File: config.mk
export PLATFORM = sky130hd
export DESIGN_NAME = mem_one_access
export DESIGN_NICKNAME = d
export VERILOG_FILES = /design/src/rtl/mem_one_access.sv
export SDC_FILE = /design/constraint.sdc
export NUM_CORES = 1
export LEC_CHECK = 0
export CORE_MARGIN = 5
export CORE_UTILIZATION = 47
export DETAILED_ROUTE_END_ITERATION = 10
export GPL_TIMING_DRIVEN = 0
export HOLD_SLACK_MARGIN = 0.05
export PLACE_DENSITY_LB_ADDON = 0.25
export SLEW_MARGIN = 10
export SYNTH_ARGS = -nofsm -noshare
export SYNTH_HDL_FRONTEND = slang
export SYNTH_SLANG_ARGS = --single-unit
export TNS_END_PERCENT = 20
File: constraint.sdc
create_clock -name clock -period 2.3 [get_ports clock]
set_input_delay 0.69 -clock clock [delete_from_list [all_inputs] [get_ports clock]]
set_output_delay 0.69 -clock clock [all_outputs]
set_load 0.01 [all_outputs]
File: src/rtl/mem_one_access.sv
// mem_one_access: second memory stage. Runs one data-memory transaction per
// accepted operation over a req/ack handshake, stalls upstream while it is
// outstanding, and emits one registered result (or fault) pulse to writeback.
module mem_one_access #(
    parameter int TIMEOUT = 255
) (
    input  logic        clock,
    input  logic        reset,
    input  logic        m0_m1_oper,
    input  logic        m0_m1_readmem,
    input  logic        m0_m1_writemem,
    input  logic [31:0] m0_m1_data_addr,
    input  logic [31:0] m0_m1_regb,
    input  logic [4:0]  m0_m1_regdest,
    input  logic        m0_m1_writereg,
    output logic        dmem_req,
    output logic        dmem_we,
    output logic [31:0] dmem_addr,
    output logic [31:0] dmem_wdata,
    input  logic [31:0] dmem_rdata,
    input  logic        dmem_ack,
    output logic        m1_stall,
    output logic        m1_wb_oper,
    output logic [31:0] m1_wb_data,
    output logic [4:0]  m1_wb_regdest,
    output logic        m1_wb_writereg,
    output logic        m1_wb_fault
);

    typedef enum logic {IDLE = 1'b0, ACCESS = 1'b1} state_t;

    // Last wait count before abort: the abort fires on the edge where the
    // count of ack-less ACCESS edges reaches TIMEOUT.
    localparam logic [7:0] TO_LAST = 8'(TIMEOUT - 1);

    state_t      state_q, state_d;
    logic [7:0]  cnt_q, cnt_d;
    logic        req_q, req_d;
    logic        we_q, we_d;
    logic [31:0] addr_q, addr_d;
    logic [31:0] wdata_q, wdata_d;
    logic [4:0]  rd_q, rd_d;
    logic        wr_q, wr_d;
    logic        wb_oper_q, wb_oper_d;
    logic [31:0] wb_data_q, wb_data_d;
    logic [4:0]  wb_rd_q, wb_rd_d;
    logic        wb_wr_q, wb_wr_d;
    logic        wb_fault_q, wb_fault_d;

    logic        bad_access;

    // Illegal request: both access bits, or a misaligned address with any access bit.
    always_comb begin
        bad_access = (m0_m1_readmem && m0_m1_writemem) ||
                     ((m0_m1_readmem || m0_m1_writemem) && (m0_m1_data_addr[1:0] != 2'b00));
    end

    // Next-state and result logic; result fields hold unless a pulse is produced.
    always_comb begin
        state_d    = state_q;
        cnt_d      = cnt_q;
        req_d      = req_q;
        we_d       = we_q;
        addr_d     = addr_q;
        wdata_d    = wdata_q;
        rd_d       = rd_q;
        wr_d       = wr_q;
        wb_oper_d  = 1'b0;
        wb_data_d  = wb_data_q;
        wb_rd_d    = wb_rd_q;
        wb_wr_d    = wb_wr_q;
        wb_fault_d = wb_fault_q;
        case (state_q)
            IDLE: begin
                if (m0_m1_oper) begin
                    if (!m0_m1_readmem && !m0_m1_writemem) begin
                        wb_oper_d  = 1'b1;
                        wb_data_d  = m0_m1_data_addr;
                        wb_rd_d    = m0_m1_regdest;
                        wb_wr_d    = m0_m1_writereg;
                        wb_fault_d = 1'b0;
                    end else if (bad_access) begin
                        wb_oper_d  = 1'b1;
                        wb_data_d  = m0_m1_data_addr;
                        wb_rd_d    = m0_m1_regdest;
                        wb_wr_d    = 1'b0;
                        wb_fault_d = 1'b1;
                    end else begin
                        addr_d  = {m0_m1_data_addr[31:2], 2'b00};
                        wdata_d = m0_m1_regb;
                        we_d    = m0_m1_writemem;
                        rd_d    = m0_m1_regdest;
                        wr_d    = m0_m1_writereg;
                        req_d   = 1'b1;
                        cnt_d   = 8'd0;
                        state_d = ACCESS;
                    end
                end
            end
            ACCESS: begin
                if (dmem_ack) begin
                    req_d      = 1'b0;
                    state_d    = IDLE;
                    wb_oper_d  = 1'b1;
                    wb_fault_d = 1'b0;
                    wb_rd_d    = rd_q;
                    wb_data_d  = we_q ? 32'd0 : dmem_rdata;
                    wb_wr_d    = we_q ? 1'b0 : wr_q;
                end else begin
                    cnt_d = cnt_q + 8'd1;
                    if (cnt_q == TO_LAST) begin
                        req_d      = 1'b0;
                        state_d    = IDLE;
                        wb_oper_d  = 1'b1;
                        wb_fault_d = 1'b1;
                        wb_data_d  = addr_q;
                        wb_rd_d    = rd_q;
                        wb_wr_d    = 1'b0;
                    end
                end
            end
            default: state_d = IDLE;
        endcase
    end

    // State and output registers; reset clears everything asynchronously.
    always_ff @(posedge clock or negedge reset) begin
        if (!reset) begin
            state_q    <= IDLE;
            cnt_q      <= 8'd0;
            req_q      <= 1'b0;
            we_q       <= 1'b0;
            addr_q     <= 32'd0;
            wdata_q    <= 32'd0;
            rd_q       <= 5'd0;
            wr_q       <= 1'b0;
            wb_oper_q  <= 1'b0;
            wb_data_q  <= 32'd0;
            wb_rd_q    <= 5'd0;
            wb_wr_q    <= 1'b0;
            wb_fault_q <= 1'b0;
        end else begin
            state_q    <= state_d;
            cnt_q      <= cnt_d;
            req_q      <= req_d;
            we_q       <= we_d;
            addr_q     <= addr_d;
            wdata_q    <= wdata_d;
            rd_q       <= rd_d;
            wr_q       <= wr_d;
            wb_oper_q  <= wb_oper_d;
            wb_data_q  <= wb_data_d;
            wb_rd_q    <= wb_rd_d;
            wb_wr_q    <= wb_wr_d;
            wb_fault_q <= wb_fault_d;
        end
    end

    // Stall tracks the outstanding request exactly.
    assign dmem_req       = req_q;
    assign m1_stall       = req_q;
    assign dmem_we        = we_q;
    assign dmem_addr      = addr_q;
    assign dmem_wdata     = wdata_q;
    assign m1_wb_oper     = wb_oper_q;
    assign m1_wb_data     = wb_data_q;
    assign m1_wb_regdest  = wb_rd_q;
    assign m1_wb_writereg = wb_wr_q;
    assign m1_wb_fault    = wb_fault_q;

endmodule

==> results of run 1 <==
-- cell families after synthesis --
group | after synthesis | synth area share (%)
adder cells (fa/ha/maj) | 2 | 0.458
AND/OR/NAND/NOR | 90 | 7.15
other | 1 | 0.0687
XOR/XNOR | 5 | 0.802
buffers and inverters | 38 | 4.47
flip-flops | 119 | 54.5
multiplexers | 112 | 25.7
AO/OA/AOI/OAI | 47 | 6.81
-- cells in the final DEF (no fill, tap or decap), types with 2 or more instances in the layout --
master	n
clkdlybuf4s50_1	210
dfrtp_1	119
mux2_2	73
nor2_1	63
mux2_4	38
a221oi_1	28
clkbuf_16	17
buf_6	11
o21ai_0	10
clkbuf_1	9
inv_1	8
nand2_1	8
nand3_1	7
buf_2	6
buf_4	5
xor2_1	4
clkbuf_8	4
bufinv_16	4
nand4_1	3
a21oi_1	3
clkinv_2	3
nor2b_1	2
buf_1	2
or3_1	2
ha_1	2
conb_1	2
-- synthesized netlist by cell type, drive strengths merged --
master  count
nand4b      1
xor2        4
nand4       4
o21ai      11
buf        23
mux2      111
clkbuf      7
o211ai      2
a221oi     29
o221ai      1
or3         2
nor2b       2
nand2       8
o22ai       1
dfrtp     119
nor2       63
nor3b       1
nand3       7
inv         8
xnor2       1
ha          2
nor3        1
conb        1
mux2i       1
a21oi       3
and3        1
-- metal layers --
| metal | part of all wire [%] | up-vias | global-route usage [%] |
|---|---|---|---|
| met1 | 38 | 2139 | 26.2 |
| met2 | 51 | 205 | 39.3 |
| met4 | 3.5 | 0 | 12.8 |
| met3 | 8.3 | 43 | 7.69 |
| li1 | - | 1949 | - |
| met5 | 0 | - | 0 |
-- critical path: cells and delay by family --
kind | cells | cell delay [ns]
XOR/XNOR | 1 | 0.27
multiplexers | 1 | 0.34
buffers and inverters | 3 | 0.93
AND/OR/NAND/NOR | 1 | 0.20
-- where the power goes --
| part | internal [mW] | leakage [nW] | switching, mW |
|---|---|---|---|
| sequential | 2.61 | 1.43 | 0.356 |
| combinational | 1.52 | 1.92 | 0.912 |
| clock | 1.92 | 0.310 | 0.894 |
-- sequential cells by signal, indices dropped and copies added, names as in the netlist --
signal          flops
wr_q                1
m1_wb_writereg      1
dmem_we             1
m1_wb_regdest       5
dmem_req            1
m1_wb_fault         1
cnt_q               8
dmem_wdata         32
m1_wb_data         32
rd_q                5
state_q             1
m1_wb_oper          1
dmem_addr          30
-- worst max path at each step --
| stage | from | end | slack (ns) | cells past startpoint |
|---|---|---|---|---|
| 2_1_floorplan | m0_m1_writemem | dmem_addr[29] | 0.45 | 5 |
| 3_3_place_gp | reset | dmem_wdata[11] | -4.04 | 1 |
| 3_5_place_dp | dmem_ack | m1_wb_data[3] | -0.36 | 6 |
| 4_1_cts | dmem_ack | m1_wb_data[10] | 0.03 | 6 |
| 5_1_grt | m0_m1_writemem | dmem_addr[29] | 0.07 | 6 |
| 6_report | m0_m1_writemem | dmem_addr[29] | 0.14 | 6 |
-- cell type report --
type / instances / area (um^2) / area share [%]
well taps: 143 / 179 / 2.12
clock buffers: 24 / 492 / 5.83
inverters: 8 / 30.0 / 0.356
repair buffers: 213 / 2150 / 25.5
flip-flops and latches: 119 / 2980 / 35.3
clock inverters: 8 / 143 / 1.69
multi-input cells: 258 / 2250 / 26.6
plain buffers: 30 / 215 / 2.55
-- what timing repair did --
item	in CTS	in global routing
hold buffers	0	0
endpoints found under the setup margin	0	4
resized for setup	0	4
buffers inserted	0	0
-- stage by stage --
step	util [%]	hold WS (ns)	setup WS [ns]
after detailed placement	68.2	0.493	-0.356
after global routing	73.9	0.235	0.0659
after CTS	73.8	0.220	0.0315
final	73.9	0.215	0.144
after floorplan	-	0.394	0.450
after global placement	68.0	0.484	-4.04
==> results.json, run 1 <==
{
  "syn_to_final_growth_pct": 54.5,
  "final_net_count": 757,
  "grt_max_degree": 74,
  "start_util_pct": 47.8,
  "die_h_um": 118,
  "yosys.cell_types.count": 33,
  "endpoint_kind": "register",
  "critical_path.cell_chain": "clkdlybuf4s50_1, xor2_1, and3_1, buf_4, buf_4, mux2_2",
  "slowest_stage": "clkdlybuf4s50_1",
  "synth_top_area_share_pct": 54.5,
  "first_pass_iters": 4,
  "fin_setup_tns_ns": 0,
  "power_mw": 8.22,
  "synth-seq-cells": 119,
  "max_stage_delay_ns": 0.51,
  "post-route-cell-area_um2": 8440,
  "io_pins": 215,
  "fmax_ghz": 0.464,
  "wl_per_cell_um": 20.1,
  "tritoncts": "built",
  "r2r_end": "rd_q[1]",
  "ys_top_cells_by_area": "dfrtp_1 55%, mux2_2 15%, mux2_4 10%",
  "cp.arrival_ns": 2.44,
  "r2r_start": "state_q",
  "seq_area_frac_synth_pct": 54.5,
  "finalClockSkew_ns": 0.00635,
  "routed-via-count": 4336,
  "drcViolationCount": 0,
  "drtIter0Drc": 277,
  "worstHoldPathType": "input port to asynchronous set/reset pin",
  "synth_top_area_cell": "dfrtp_1",
  "reg2reg_depth": 4,
  "antenna_found_initial": 0,
  "setup.worst_path.start_class": "input port",
  "fill_cells": 806,
  "clk_latency_ns": 0.40,
  "placedCellCount": 771,
  "die_area_um2": 13900,
  "synthCells": 414,
  "fp.coreArea_um2": 11400,
  "crit_top_cell": "buf_4",
  "cts_sinks": 119,
  "fin_crit_sh_pct": 93.7,
  "cp.required_ns": 2.59,
  "wirelength_mm": 16.1,
  "synth.avg_cell_area_um2": 13.2,
  "cts-htree-levels": 4,
  "post-dp-hpwl_mm": 11.7,
  "io_buffers": 212,
  "reg2reg_slack_ns": 0.53,
  "finalMaxSlewViolations": 0,
  "finalSetupViolCount": 0,
  "path_class": "input port to register",
  "critical_path.max_fanout": 10,
  "p_per_area_nw_per_um2": 974,
  "place.gp.congestion": 0.804,
  "clock-root-buffer": "clkbuf_16",
  "worst_pin_slew_ns": 0.608,
  "status": "completed",
  "gr-total-overflow": 0,
  "max_cap_viol_count": 0,
  "grt_pass1_vias": 4809,
  "max_slew_margin_pct": 59.5,
  "ant_nets": 0,
  "fin_crit_ns": 2.16,
  "rows": 39,
  "grt_use_total_pct": 23.4,
  "grt_pass1_wl_mm": 25.7,
  "via_per_inst": 5.40,
  "p_leak_nw": 3.66,
  "numCtsBuffers": 17,
  "clkTransAtPathRegs_ns": 0.05,
  "clockBufferDepth": 2,
  "antennaDiodeCount": 0,
  "synthesis.area_um2": 5460,
  "instances_no_fill": 803,
  "grt_setup_unrepaired": "no",
  "layout-drive-gt1-share_pct": 25.6,
  "finalHoldViolCount": 0,
  "die_w_um": 118,
  "yosysWarningCount": 0,
  "ir_worst_vdd_v": 0.000667,
  "placed_area_um2": 7790
}
No activity file was read; power rests on OpenSTA's default activity.
==> run 2, diff against run 1 <==
GPL_ROUTABILITY_DRIVEN = 0   (was default)
==> results of run 2 <==
Same layout as run 1: the final DEF is identical, and so are final timing and power.
